===== src/rtl/uart_fifo_ext.sv =====
// Circular-buffer FIFO for the UART16550 TX/RX paths: first-word-fall-through head,
// live fill level, synchronous flush, per-entry error tags and overrun/underrun pulses.
module uart_fifo_ext #(
   parameter int DATA_W = 8,
   parameter int DEPTH  = 16,
   localparam int AW    = $clog2(DEPTH)
) (
   input  logic              clk,
   input  logic              rst,
   input  logic              en,
   input  logic              flush,
   input  logic              push,
   input  logic [DATA_W-1:0] din,
   input  logic              din_err,
   input  logic              pop,
   output logic [DATA_W-1:0] dout,
   output logic              dout_err,
   input  logic [AW:0]       threshold,
   output logic [AW:0]       level,
   output logic              empty,
   output logic              full,
   output logic              thr_trigger,
   output logic              err_in_fifo,
   output logic              overrun,
   output logic              underrun
);

   localparam logic [AW:0] DEPTH_LVL = (AW+1)'(DEPTH);

   // Each entry carries its error tag in the top bit.
   logic [DATA_W:0] mem [DEPTH];

   logic [AW-1:0]   wptr_reg, wptr_next;
   logic [AW-1:0]   rptr_reg, rptr_next;
   logic [AW:0]     level_reg, level_next;
   logic [AW:0]     err_cnt_reg, err_cnt_next;
   logic            thr_reg, thr_next;
   logic            overrun_reg, overrun_next;
   logic            underrun_reg, underrun_next;
   logic            active;
   logic            push_ok, pop_ok;
   logic [DATA_W:0] head;

   assign head  = mem[rptr_reg];
   assign empty = (level_reg == '0);
   assign full  = (level_reg == DEPTH_LVL);

   always_comb begin
      active        = en & ~flush;
      pop_ok        = active & pop & ~empty;
      push_ok       = active & push & (~full | pop_ok);
      overrun_next  = active & push & ~push_ok;
      underrun_next = active & pop & ~pop_ok;
      wptr_next     = wptr_reg;
      rptr_next     = rptr_reg;
      level_next    = level_reg;
      err_cnt_next  = err_cnt_reg;

      if (!active) begin
         wptr_next    = '0;
         rptr_next    = '0;
         level_next   = '0;
         err_cnt_next = '0;
      end else begin
         if (push_ok)
            wptr_next = wptr_reg + 1'b1;
         if (pop_ok)
            rptr_next = rptr_reg + 1'b1;

         case ({push_ok, pop_ok})
            2'b10:   level_next = level_reg + 1'b1;
            2'b01:   level_next = level_reg - 1'b1;
            default: level_next = level_reg;
         endcase

         // A tagged entry arriving and another leaving in the same cycle cancel out.
         case ({push_ok & din_err, pop_ok & head[DATA_W]})
            2'b10:   err_cnt_next = err_cnt_reg + 1'b1;
            2'b01:   err_cnt_next = err_cnt_reg - 1'b1;
            default: err_cnt_next = err_cnt_reg;
         endcase
      end

      // Built from the next level so the flag lines up with the level output.
      thr_next = (threshold != '0) && (level_next >= threshold);
   end

   always_ff @(posedge clk or posedge rst) begin
      if (rst) begin
         wptr_reg     <= '0;
         rptr_reg     <= '0;
         level_reg    <= '0;
         err_cnt_reg  <= '0;
         thr_reg      <= 1'b0;
         overrun_reg  <= 1'b0;
         underrun_reg <= 1'b0;
      end else begin
         wptr_reg     <= wptr_next;
         rptr_reg     <= rptr_next;
         level_reg    <= level_next;
         err_cnt_reg  <= err_cnt_next;
         thr_reg      <= thr_next;
         overrun_reg  <= overrun_next;
         underrun_reg <= underrun_next;
      end
   end

   always_ff @(posedge clk) begin
      if (push_ok)
         mem[wptr_reg] <= {din_err, din};
   end

   assign dout        = empty ? '0 : head[DATA_W-1:0];
   assign dout_err    = ~empty & head[DATA_W];
   assign level       = level_reg;
   assign thr_trigger = thr_reg;
   assign err_in_fifo = (err_cnt_reg != '0);
   assign overrun     = overrun_reg;
   assign underrun    = underrun_reg;

endmodule


===== config.mk =====
export PLATFORM = sky130hd
export DESIGN_NAME = uart_fifo_ext
export DESIGN_NICKNAME = d
export VERILOG_FILES = /design/src/rtl/uart_fifo_ext.sv
export SDC_FILE = /design/constraint.sdc
export NUM_CORES = 1
export LEC_CHECK = 0
export ABC_CLOCK_PERIOD_IN_PS = 9000
export CAP_MARGIN = 20
export CORE_AREA = 2 2 97 136
export CTS_BUF_LIST = sky130_fd_sc_hd__clkbuf_8
export DETAILED_ROUTE_END_ITERATION = 8
export DIE_AREA = 0 0 99 138
export PLACE_DENSITY = 0.88
export SYNTH_ARGS = -nofsm -noshare
export SYNTH_HDL_FRONTEND = slang
export SYNTH_SLANG_ARGS = --single-unit

===== constraint.sdc =====
create_clock -name clk -period 9 [get_ports clk]
set_input_delay 1.8 -clock clk [delete_from_list [all_inputs] [get_ports clk]]
set_output_delay 1.8 -clock clk [all_outputs]
set_load 0.005 [all_outputs]

Word-level counts from Yosys, hierarchy flattened
Memory sizes are Yosys's and may differ from the RTL's.
Index checks and enable logic that the tools add are counted.
Cells by class
  add/subtract/negate cells: 6
  multipliers: 0
  divide/modulo/power cells: 0
  magnitude comparators: 1
  equality and inequality tests: 8
  shift operators: 0
  muxes and demuxes: 11
  bitwise logic cells: 16
  reductions and logical operators: 4
Operators by type and width (number)
  5-bit case mux with 2 select lines: 2
  4-bit two-way mux: 4
  5-bit by 1-bit adder with 5-bit output, second input constant: 2
  1-bit bitwise AND: 10
  5-bit two-way mux: 2
  5-bit nonzero test: 2
  5-bit by 1-bit subtractor with 5-bit output, second input constant: 2
  4-bit by 1-bit adder with 4-bit output, second input constant: 2
  8-bit two-way mux: 1
  5-bit == test, second input constant: 1
  5-bit >= comparator: 1
  5-bit zero test: 1
  1-bit NOT: 5
  2-bit by 1-bit == test with 1-bit output, second input constant: 2
  2-bit == test, second input constant: 2
  2-bit by 1-bit != test with 1-bit output, second input constant: 2
  3-bit by 1-bit != test with 1-bit output, second input constant: 1
  1-bit two-way mux: 2
  1-bit logical AND: 1
  1-bit bitwise OR: 1
Storage, ports and cells
  register bits: 21
  latch bits: 0
  bits in writable memories: 144
  bits in read-only memories: 0
  input bits: 20
  output and inout port bits: 20
  word-level logic and storage cells: 54
  memories: 1
Memory list
  mem: depth 16, bits a word 9, read ports 1, clocked after memory_dff 0, wr ports 1, line 31  | logic [DATA_W:0] mem [DEPTH];

Longest topological paths before layout
Gate-level depths: netlist (run 1).
  depth in word-level cells: 11
  depth in mapped cells: 13
  mapped depth without buffers: 12

Least setup slack after synthesis (run 1)
No wires, ideal clock.
  kind: input-to-reg
  from: in flush
  to: reg thr_reg (netlist: thr_trigger)
  setup time: 127 ps
  data arrival time: 4160 ps
  required time: 8873 ps
  path slack: 4713 ps
  stages on the path: 11
  path buffers: 1
  path through: nand2b_1 > clkbuf_1 > or3_1 > fa_1 > nand2b_1 > a21o_1 > a311oi_1 > nand4_1 > ha_1 > o22ai_1 > a21oi_1
Between the ends
  longest elaborated chain between the ends: 11
  elaborated cells on any way between the ends: 13
  classes of those cells: order compare: 1; eq/ne: 2; mux: 2; bitwise: 7; reduce/logical: 1
RTL lines
  start, declared: line 11  | input logic flush,
  1-bit NOT *: line 49  | active = en & ~flush;
  1-bit bitwise AND *: line 49
  1-bit bitwise AND (2 in series): line 50  | pop_ok = active & pop & ~empty;
  1-bit bitwise OR: line 51  | push_ok = active & push & (~full | pop_ok);
  1-bit bitwise AND: line 51
  2-bit by 1-bit == test with 1-bit output or 2-bit == test (tied branches): line 70  | case ({push_ok, pop_ok})
  5-bit case mux with 2 select lines: line 70
  5-bit two-way mux *: line 59  | if (!active) begin
  named net level_next[4]: line 35  | logic [AW:0] level_reg, level_next;
  5-bit >= comparator *: line 85  | thr_next = (threshold != '0) && (level_next >= threshold);
  1-bit logical AND *: line 85
  named net thr_next: line 37  | logic thr_reg, thr_next;
  end signal, assigned: line 102  | thr_reg <= thr_next;
  end, declared: line 37
Mark *: on every way through the listed nets, which the timed path passes. The rest lies on a longest branch.
A chain may end at the register's enable or synchronous reset.

Worst setup path after layout (run 1)
  from: reg level_reg[0] (netlist: level[0])
  to: out empty
Between the ends
  longest elaborated chain between the ends: 1
RTL lines
  start, declared: line 35
  start signal, assigned: line 100  | level_reg <= level_next;
  5-bit zero test: line 45  | assign empty = (level_reg == '0);
  end, declared: line 20  | output logic empty,
No other way between the ends.

==> flow_metrics.tcl, run 1 <==
set metrics [dict create \
    synth_ff_type "edfxtp_1" \
    io_buffers 39 \
    synthCells 397 \
    ant_nets 0 \
    drv_cap 0 \
    final_area_um2 8117 \
    fillCellCount 804 \
    fmax_mhz 200.8 \
    post_dp_cell_area_um2 7710 \
    post-synth-top-area-cell "edfxtp_1" \
    num_vias 3827 \
    fin_total_pwr_mw 1.465 \
    routed_via_density 6.347 \
    netlist.area_leader.share_pct 59.93 \
    slew_viol_final 0 \
    worstSkewPairLatency_ns 0.45 \
    status "finished, final reports clean" \
    drive_gt1_share_pct 16.22 \
    io_pins 40 \
    die_area_um2 13660 \
    layout_common_cells "144 x edfxtp_1, 39 x clkdlybuf4s50_1, 37 x mux4_2, 20 x dfrtp_1" \
    largest_reg_flops 144 \
    maxSlewHeadroom_pct 29.72 \
    clkSinkCount 165 \
    hold_viol 0 \
    drt-pass1-iter-count 5 \
    fin_skew_ns 0.007418 \
    cts_tree "built" \
    yosysWarnings 0 \
    tightest_slew_ns 1.053 \
    track_usage_pct 22.26 \
    cp-end-kind "primary output" \
    tns_ns 0 \
    antenna_found_initial 0 \
    crit-reg2reg-launch "level[0]$_DFF_PP0_" \
    path_cells "or4_1 > nor2_2 > clkdlybuf4s50_1" \
    holdCritStartpoint "err_cnt_reg[4]$_DFFE_PP0P_" \
    gp_congestion 0.8109 \
    die_w_um 99 \
    cts.clk_slew.worst_paths_ns 0.08 \
    cts_buffers 17 \
    fin_nets 476 \
    rows 49 \
    ys_seq_area_share_pct 67.21 \
    start_kind "register" \
    cts_hold_buf 0 \
    wl_um 14310 \
    required_ns 7.20 \
    die_y_um 138 \
    syn_nets 436 \
    cts_resized 0 \
    path_delay_family "simple AND/OR/NAND/NOR gates" \
    postCtsSetupBuffers 0 \
    power.density_nw_per_um2 180.4 \
    min_period_ns 4.979 \
    arrival_ns 3.18 \
    drc_errors 0 \
    initial_core_util_pct 57.41 \
    hp-class "reg -> reg" \
    crit_buf_inv 1 \
    syn_to_final_growth_pct 12.48 \
    grt_first_pass_wirelength_um 22330 \
    grt_start_max_net_pins 41 \
    p_leak_nw 2.770 \
    ctsRootBufferMaster "clkbuf_8" \
    htreeDepth 4 \
    finalSetupViolations 0 \
    crit_slowest_cell "nor2_2" \
    finalCritPeriodShare_pct 55.32 \
    hpwl_um 8995 \
    path_max_fanout 11 \
    first_global_vias 3957 \
    synthArstFlopShare_pct 12.73 \
    postSynthAreaPerCell_um2 18.18 \
    drt_iter0_drc 312 \
    clockBufferDepth 2 \
    rsz0062_at_grt "no" \
    ir_worst_vdd_mv 0.1136 \
    grt-ovfl-total 0 \
    layout_commonest_cell "edfxtp_1" \
    crit_type "reg -> out" \
    ys_ff_latch 165 \
    wl_per_cell_um 23.74 \
    synth_area_leaders "edfxtp_1 60%, mux4_2 12%, dfrtp_1 7.3%" \
    ys_types 50 \
    netlist_area_um2 7216 \
    antenna_cells 0 \
    core_um2 12570 \
    crit_start "level[0]$_DFF_PP0_" \
    slowest_delay_ns 0.86 \
    synth_edf_count 144 \
]
==> routing by layer <==
layer  vias to the layer above  GRT usage, %  part of all wire (%)
li1                       1674             -                     -
met1                      1943         28.57                    38
met2                       172         36.06                    52
met3                        38         3.539                   5.8
met4                         0         12.91                   3.6
met5                         -             0                     0
==> path summary, 6_finish.rpt <==
| check | to | slack (ns) | cells after the start |
|---|---|---|---|
| worst max-delay path | empty | 4.02 | 3 |
| worst min-delay path | err_cnt_reg[4]$_DFFE_PP0P_ | 0.56 | 2 |
| worst max register to register | err_cnt_reg[3]$_DFFE_PP0P_ | 5.37 | 9 |
| worst min register to register | err_cnt_reg[4]$_DFFE_PP0P_ | 0.56 | 2 |
| max in group asynchronous | rptr_reg[0]$_DFFE_PP0P_ | 6.59 | 2 |
| min in group asynchronous | err_cnt_reg[1]$_DFFE_PP0P_ | 1.84 | 2 |
==> worst reg2reg max path, cell delays in order, from the launching register on <==
cell and delay [ns]:
dfrtp_1 0.49, or4_1 0.71, nor2_2 0.86, a211oi_1 0.13, ha_1 0.35, ha_1 0.31, a21o_1 0.10, a21oi_1 0.08
or4_1 0.43, nand3_1 0.10
==> synth_stat cells (2+ instances only) <==
master       n
a211oi_1     3
nor3_1       5
dfrtp_1     21
nand3b_1     2
fa_1         2
xnor2_1      2
a21o_1       3
and2_1      12
and4_1       5
nand4b_1     2
or4_1        5
and3b_1      2
o31ai_1      2
nor2b_4      5
clkbuf_1    10
a21oi_1      7
nand4_1      3
edfxtp_1   144
xor2_1       5
inv_1       11
mux4_1       6
ha_1        17
nand2_1     13
o211ai_1     3
buf_2        7
nor2_1      16
a2111oi_0    2
nand3_1      5
mux2i_1     11
mux4_2      37
nor4_4       2
nand2b_1     5
nor2b_1      5
==> power breakdown <==
part	total [mW]	leakage, nW	internal, mW	switching, mW
clock	0.541	0.207	0.294	0.247
sequential	0.838	1.59	0.835	0.00337
combinational	0.0850	0.979	0.0406	0.0444
total	1.46	2.77	1.17	0.295
==> cells by family (layout without fill, tap and decap cells) <==
family	Yosys count	in the layout	share of synthesized area (%)
DFF	165	165	67.21
and+or+nand+nor	92	92	8.306
muxes	55	55	15.42
buffers and inverters	31	84	2.046
AOI/OAI and AO/OA	28	28	2.670
adders and majority gates	19	19	3.503
xor gates and xnor gates	7	7	0.8497
==> final cells by class <==
| cell class | instances | area (um2) | share of cell area (%) |
|---|---|---|---|
| sequential | 165 | 4851 | 59.77 |
| multi-input combinational | 201 | 2221 | 27.36 |
| clock inverter | 15 | 172.7 | 2.127 |
| clock buffer | 17 | 234.0 | 2.883 |
| timing repair buffer | 41 | 405.4 | 4.995 |
| tap | 153 | 191.4 | 2.359 |
| inverter | 11 | 41.29 | 0.5087 |
==> stage by stage <==
stage	setup slack, ns	hold slack [ns]	util (%)	instances
2_1_floorplan	4.713	0.5096	-	397
3_3_place_gp	4.040	0.5337	61.34	571
3_5_place_dp	3.965	0.5487	61.34	571
5_1_grt	3.885	0.5993	64.58	603
6_report	4.021	0.5578	64.58	603
4_1_cts	3.984	0.5644	64.58	603
No activity file was read; power rests on OpenSTA's default activity.
==> run 2: changes to the inputs <==
==> config.mk (replaced) <==
export PLATFORM = sky130hd
export DESIGN_NAME = uart_fifo_ext
export DESIGN_NICKNAME = d
export VERILOG_FILES = /design/src/rtl/uart_fifo_ext.sv
export SDC_FILE = /design/constraint.sdc
export NUM_CORES = 1
export LEC_CHECK = 0
export ABC_CLOCK_PERIOD_IN_PS = 4050
export CAP_MARGIN = 20
export CORE_AREA = 2 2 99 140
export CTS_BUF_LIST = sky130_fd_sc_hd__clkbuf_8
export DETAILED_ROUTE_END_ITERATION = 8
export DIE_AREA = 0 0 101 142
export PLACE_DENSITY = 0.87
export SYNTH_ARGS = -nofsm -noshare
export SYNTH_HDL_FRONTEND = slang
export SYNTH_SLANG_ARGS = --single-unit
==> constraint.sdc (replaced) <==
create_clock -name clk -period 4.05 [get_ports clk]
set_input_delay 0.81 -clock clk [delete_from_list [all_inputs] [get_ports clk]]
set_output_delay 0.81 -clock clk [all_outputs]
set_load 0.005 [all_outputs]
==> run 2 against run 1 <==
Net effect:
- global-route usage fell by 1.0 points
- register-to-register slack got worse by 5.0 ns
- final area rose by 0.34%
- cell count rose by 1.8%
- via count rose by 1.1%
- die area rose by 5.0%
- critical path type unchanged
- largest cell class unchanged
==> flow_metrics.tcl, run 2 (synthesized netlist as in run 1, its figures left out) <==
set metrics [dict create \
    ant_nets 0 \
    min_period_ns 3.849 \
    hold-path-endpoint "err_cnt_reg[4]$_DFFE_PP0P_" \
    die_y_um 142 \
    first_global_vias 4021 \
    holdCritStartpoint "err_cnt_reg[4]$_DFFE_PP0P_" \
    dp.cells 583 \
    cp-end-kind "primary output" \
    antenna_cells 0 \
    p_leak_nw 2.778 \
    r2r-end "thr_trigger$_DFF_PP0_" \
    tightest_slew_ns 0.8972 \
    tns_ns 0 \
    drc_errors 0 \
    power.density_nw_per_um2 381.4 \
    cts_hold_buf 0 \
    maxSlewHeadroom_pct 40.18 \
    drive_gt1_share_pct 19.00 \
    syn_to_final_growth_pct 12.87 \
    worstSkewPairLatency_ns 0.43 \
    seqCellArea_um2 4853 \
    fin_nets 485 \
    rsz0062_at_grt "no" \
    drv_cap 0 \
    holdWs_ns 0.5455 \
    initial_core_util_pct 54.92 \
    multi_input_area_um2 2221 \
    status "finished, final reports clean" \
    finalCritPeriodShare_pct 95.04 \
    grt_first_pass_wirelength_um 22130 \
    antenna_found_initial 0 \
    ir_worst_vdd_mv 0.2107 \
    crit_type "reg -> out" \
    cts_buffers 17 \
    die_area_um2 14340 \
    io_buffers 39 \
    rows 50 \
    final-instance-count-excl-fill 614 \
    fin_total_pwr_mw 3.106 \
    io_pins 40 \
    arrival_ns 3.04 \
    layout_commonest_cell "edfxtp_1" \
    crit-reg2reg-launch "level[1]$_DFF_PP0_" \
    slew_viol_final 0 \
    wl_um 14040 \
    finalSetupViolations 0 \
    gp_congestion 0.9113 \
    largest_reg_flops 144 \
    cts_tree "built" \
    num_vias 3870 \
    r2r_setup_slack_ns 0.36 \
    hold_path_depth 2 \
    grt-ovfl-total 0 \
    layout_common_cells "144 x edfxtp_1, 39 x clkdlybuf4s50_1, 37 x mux4_2, 20 x dfrtp_1" \
    required_ns 3.24 \
    routed_via_density 6.303 \
    drt-pass1-iter-count 4 \
    start_kind "register" \
    grt_start_max_net_pins 41 \
    hold_viol 0 \
    htreeDepth 4 \
    drt_iter0_drc 387 \
    core_um2 13140 \
    fin_skew_ns 0.007774 \
    final_util_pct 61.99 \
    cts.clk_slew.worst_paths_ns 0.08 \
    fillCellCount 885 \
    track_usage_pct 21.24 \
    hp-class "reg -> reg" \
    clkSinkCount 165 \
    ctsRootBufferMaster "clkbuf_8" \
    fmax_mhz 259.8 \
    hpwl_um 9077 \
    path_max_fanout 18 \
    clockBufferDepth 2 \
    die_w_um 101 \
    ff2ff_path_depth 12 \
    wl_per_cell_um 22.87 \
]
run 2: critical path, stage by stage, from the launching register on:
cell             delay [ns]
dfrtp_4                0.66
buf_4                  0.29
mux4_1                 0.59
mux4_2                 0.47
nor2b_4                0.14
clkdlybuf4s50_1        0.44
run 2: stage by stage:
stage / cell area, um2 / setup WS (ns)
after detailed placement: 7794 / 0.2706
final: 8144 / 0.2011
after global routing: 8144 / 0.05769
after floorplan: 7216 / 0.7534
after CTS: 8144 / 0.1448
after global placement: 7794 / 0.3912
run 2: per-layer routing:
layer / vias up / routed length, um / track usage (%)
met3: 34 / 752 / 3.978
met1: 1976 / 5287 / 26.02
met5: - / 0 / 0
li1: 1690 / - / -
met2: 170 / 7500 / 35.82
met4: 0 / 504 / 11.02
run 2: how the worst max path moves through the flow:
stage | from | end | slack (ns) | cells after the start
finish | rptr_reg[0]$_DFFE_PP0P_ | dout[3] | 0.20 | 5
global route | rptr_reg[0]$_DFFE_PP0P_ | dout[3] | 0.06 | 5
CTS | rptr_reg[0]$_DFFE_PP0P_ | dout[3] | 0.14 | 5
detailed placement | flush | thr_trigger$_DFF_PP0_ | 0.27 | 11
global placement | flush | thr_trigger$_DFF_PP0_ | 0.39 | 11
floorplan | flush | thr_trigger$_DFF_PP0_ | 0.75 | 11
run 2: power breakdown:
| part | total (mW) | switching [mW] | leakage, nW | internal [mW] |
|---|---|---|---|---|
| Sequential | 1.87 | 0.0114 | 1.58 | 1.85 |
| Clock | 1.04 | 0.567 | 0.168 | 0.475 |
| Combinational | 0.198 | 0.0985 | 1.02 | 0.0994 |
run 2: repair_timing:
| action | in CTS | in global routing |
|---|---|---|
| endpoints found under the setup margin | 1 | 0 |
| buffers inserted | 0 | 0 |
| gates resized for setup | 1 | 0 |
| endpoints found under the hold margin | 0 | 0 |
run 2: area by class of cell:
class                           count  area share [%]
Clock inverter                     14           1.398
Clock buffer                       17           2.873
Sequential cell                   165           59.59
Timing Repair Buffer               50           5.961
Inverter                           11          0.5070
Tap cell                          156           2.397
Multi-Input combinational cell    201           27.27
==> run 3: changes to the inputs <==
--- a/config.mk
+++ b/config.mk
@@ -11,6 +11,7 @@
 export CTS_BUF_LIST = sky130_fd_sc_hd__clkbuf_8
 export DETAILED_ROUTE_END_ITERATION = 8
 export DIE_AREA = 0 0 101 142
+export GPL_ROUTABILITY_DRIVEN = 0
 export PLACE_DENSITY = 0.87
 export SYNTH_ARGS = -nofsm -noshare
 export SYNTH_HDL_FRONTEND = slang
==> run 3 against run 2 <==
Net effect:
- register-to-register slack improved by 0.04 ns
- maximum frequency grew 0.24%
- first-iteration DRC count fell by 17%
- routed wire length up 0.35%
- count of clock-buffer cells in the layout is the same
==> flow_metrics.tcl, run 3 (synthesized netlist as in run 1, its figures left out) <==
set metrics [dict create \
    status "finished, final reports clean" \
    cts_buffers 17 \
    initial_core_util_pct 54.92 \
    wl_per_cell_um 22.92 \
    io_pins 40 \
    antenna_found_initial 0 \
    layout_commonest_cell "edfxtp_1" \
    crit_start "rptr_reg[0]$_DFFE_PP0P_" \
    die_y_um 142 \
    hp-class "reg -> reg" \
    power.density_nw_per_um2 380.0 \
    fmax_mhz 260.4 \
    clockBufferDepth 2 \
    wl_um 14090 \
    ff2ff_path_depth 12 \
    min_period_ns 3.840 \
    fillCellCount 901 \
    maxSlewHeadroom_pct 43.14 \
    start_kind "register" \
    largest_reg_flops 144 \
    ctsRootBufferMaster "clkbuf_8" \
    antenna_cells 0 \
    crit-reg2reg-launch "level[0]$_DFF_PP0_" \
    clkSinkCount 165 \
    finalSetupViolations 0 \
    slew_viol_final 0 \
    die_w_um 101 \
    crit_type "reg -> out" \
    htreeDepth 4 \
    cp-end-kind "primary output" \
    core_um2 13140 \
    fin_nets 485 \
    layout_common_cells "144 x edfxtp_1, 39 x clkdlybuf4s50_1, 37 x mux4_2, 20 x dfrtp_1" \
    drv_cap 0 \
    r2r-end "thr_trigger$_DFF_PP0_" \
    track_usage_pct 21.16 \
    worstSkewPairLatency_ns 0.44 \
    ir_worst_vdd_mv 0.3030 \
    tightest_slew_ns 0.8519 \
    fin_skew_ns 0.01131 \
    drt_iter0_drc 323 \
    tns_ns 0 \
    grt-ovfl-total 0 \
    syn_to_final_growth_pct 13.14 \
    drive_gt1_share_pct 19.61 \
    path_max_fanout 24 \
    finalCritPeriodShare_pct 94.81 \
    rows 50 \
    p_leak_nw 2.779 \
    hpwl_um 9225 \
    cts_tree "built" \
    rsz0062_at_grt "no" \
    required_ns 3.24 \
    num_vias 3771 \
    die_area_um2 14340 \
    io_buffers 39 \
    hold_viol 0 \
    grt_first_pass_wirelength_um 21860 \
    drt-pass1-iter-count 4 \
    first_global_vias 3928 \
    drc_errors 0 \
    crit_end "dout[5]" \
    grt_start_max_net_pins 25 \
    ant_nets 0 \
    routed_via_density 6.132 \
    r2r_setup_slack_ns 0.40 \
    final_util_pct 62.14 \
    arrival_ns 3.03 \
    postCtsSetupBuffers 0 \
    cts.clk_slew.worst_paths_ns 0.09 \
]
[run 3: cell count changes in the layout (fill, tap and decap cells not counted), sizes merged]
cell      previous run  this run
inv                 12        16
bufinv               1         0
clkinvlp             4         5
clkinv               8         5
[run 3: worst max-delay path, stage by stage, from the launching register on]
cell and delay, ns:
dfrtp_4 0.65, buf_12 0.26, mux4_1 0.59, mux4_2 0.46, nor2b_1 0.15, clkdlybuf4s50_1 0.45
[run 3: stage by stage]
step	cell area [um2]	cells	worst slack (ns)	hold slack, ns	power [mW]
3_3_place_gp	7806	583	0.4077	0.5328	2.092
3_5_place_dp	7806	583	0.2766	0.5572	2.100
5_1_grt	8164	615	0.05036	0.6001	3.201
4_1_cts	8164	615	0.1234	0.5699	3.126
2_1_floorplan	7216	397	0.7534	0.5096	2.003
6_report	8164	615	0.2104	0.5621	3.103
[run 3: how the worst min path moves through the flow]
stage	to	startpoint	slack (ns)	cells past startpoint
after global routing	err_cnt_reg[4]$_DFFE_PP0P_	err_cnt_reg[4]$_DFFE_PP0P_	0.60	2
after CTS	err_cnt_reg[4]$_DFFE_PP0P_	err_cnt_reg[4]$_DFFE_PP0P_	0.57	2
after floorplan	err_cnt_reg[2]$_DFFE_PP0P_	err_cnt_reg[2]$_DFFE_PP0P_	0.51	2
after global placement	err_cnt_reg[4]$_DFFE_PP0P_	err_cnt_reg[4]$_DFFE_PP0P_	0.53	2
after detailed placement	err_cnt_reg[4]$_DFFE_PP0P_	err_cnt_reg[4]$_DFFE_PP0P_	0.56	2
final	err_cnt_reg[4]$_DFFE_PP0P_	err_cnt_reg[4]$_DFFE_PP0P_	0.56	2
[run 3: final cells by class]
type	count	area [um2]	area share, %
Sequential cell	165	4853	59.45
Multi-Input combinational cell	201	2221	27.20
Tap cell	156	195.2	2.391
Inverter	11	41.29	0.5057
Clock buffer	17	234.0	2.866
Clock inverter	15	121.4	1.487
Timing Repair Buffer	50	498.0	6.100
[run 3: report_power, final]
| part | leakage [nW] | internal (mW) | switching, mW |
|---|---|---|---|
| sequential | 1.58 | 1.85 | 0.0115 |
| combinational | 1.03 | 0.0970 | 0.0978 |
| clock | 0.166 | 0.434 | 0.608 |
| total | 2.78 | 2.39 | 0.717 |
[run 3: timing repair]
action,4_1_cts,5_1_grt
gates resized for setup,1,0
hold buffers,0,0
endpoints found under the setup margin,1,0
endpoints found under the hold margin,0,0
[run 3: per-layer routing]
metal | vias to the layer above | GRT usage [%] | routed length, um
met4 | 0 | 9.886 | 452
met3 | 27 | 5.157 | 944
met5 | - | 0 | 0
li1 | 1691 | - | -
met2 | 132 | 35.72 | 7576
met1 | 1921 | 25.62 | 5119
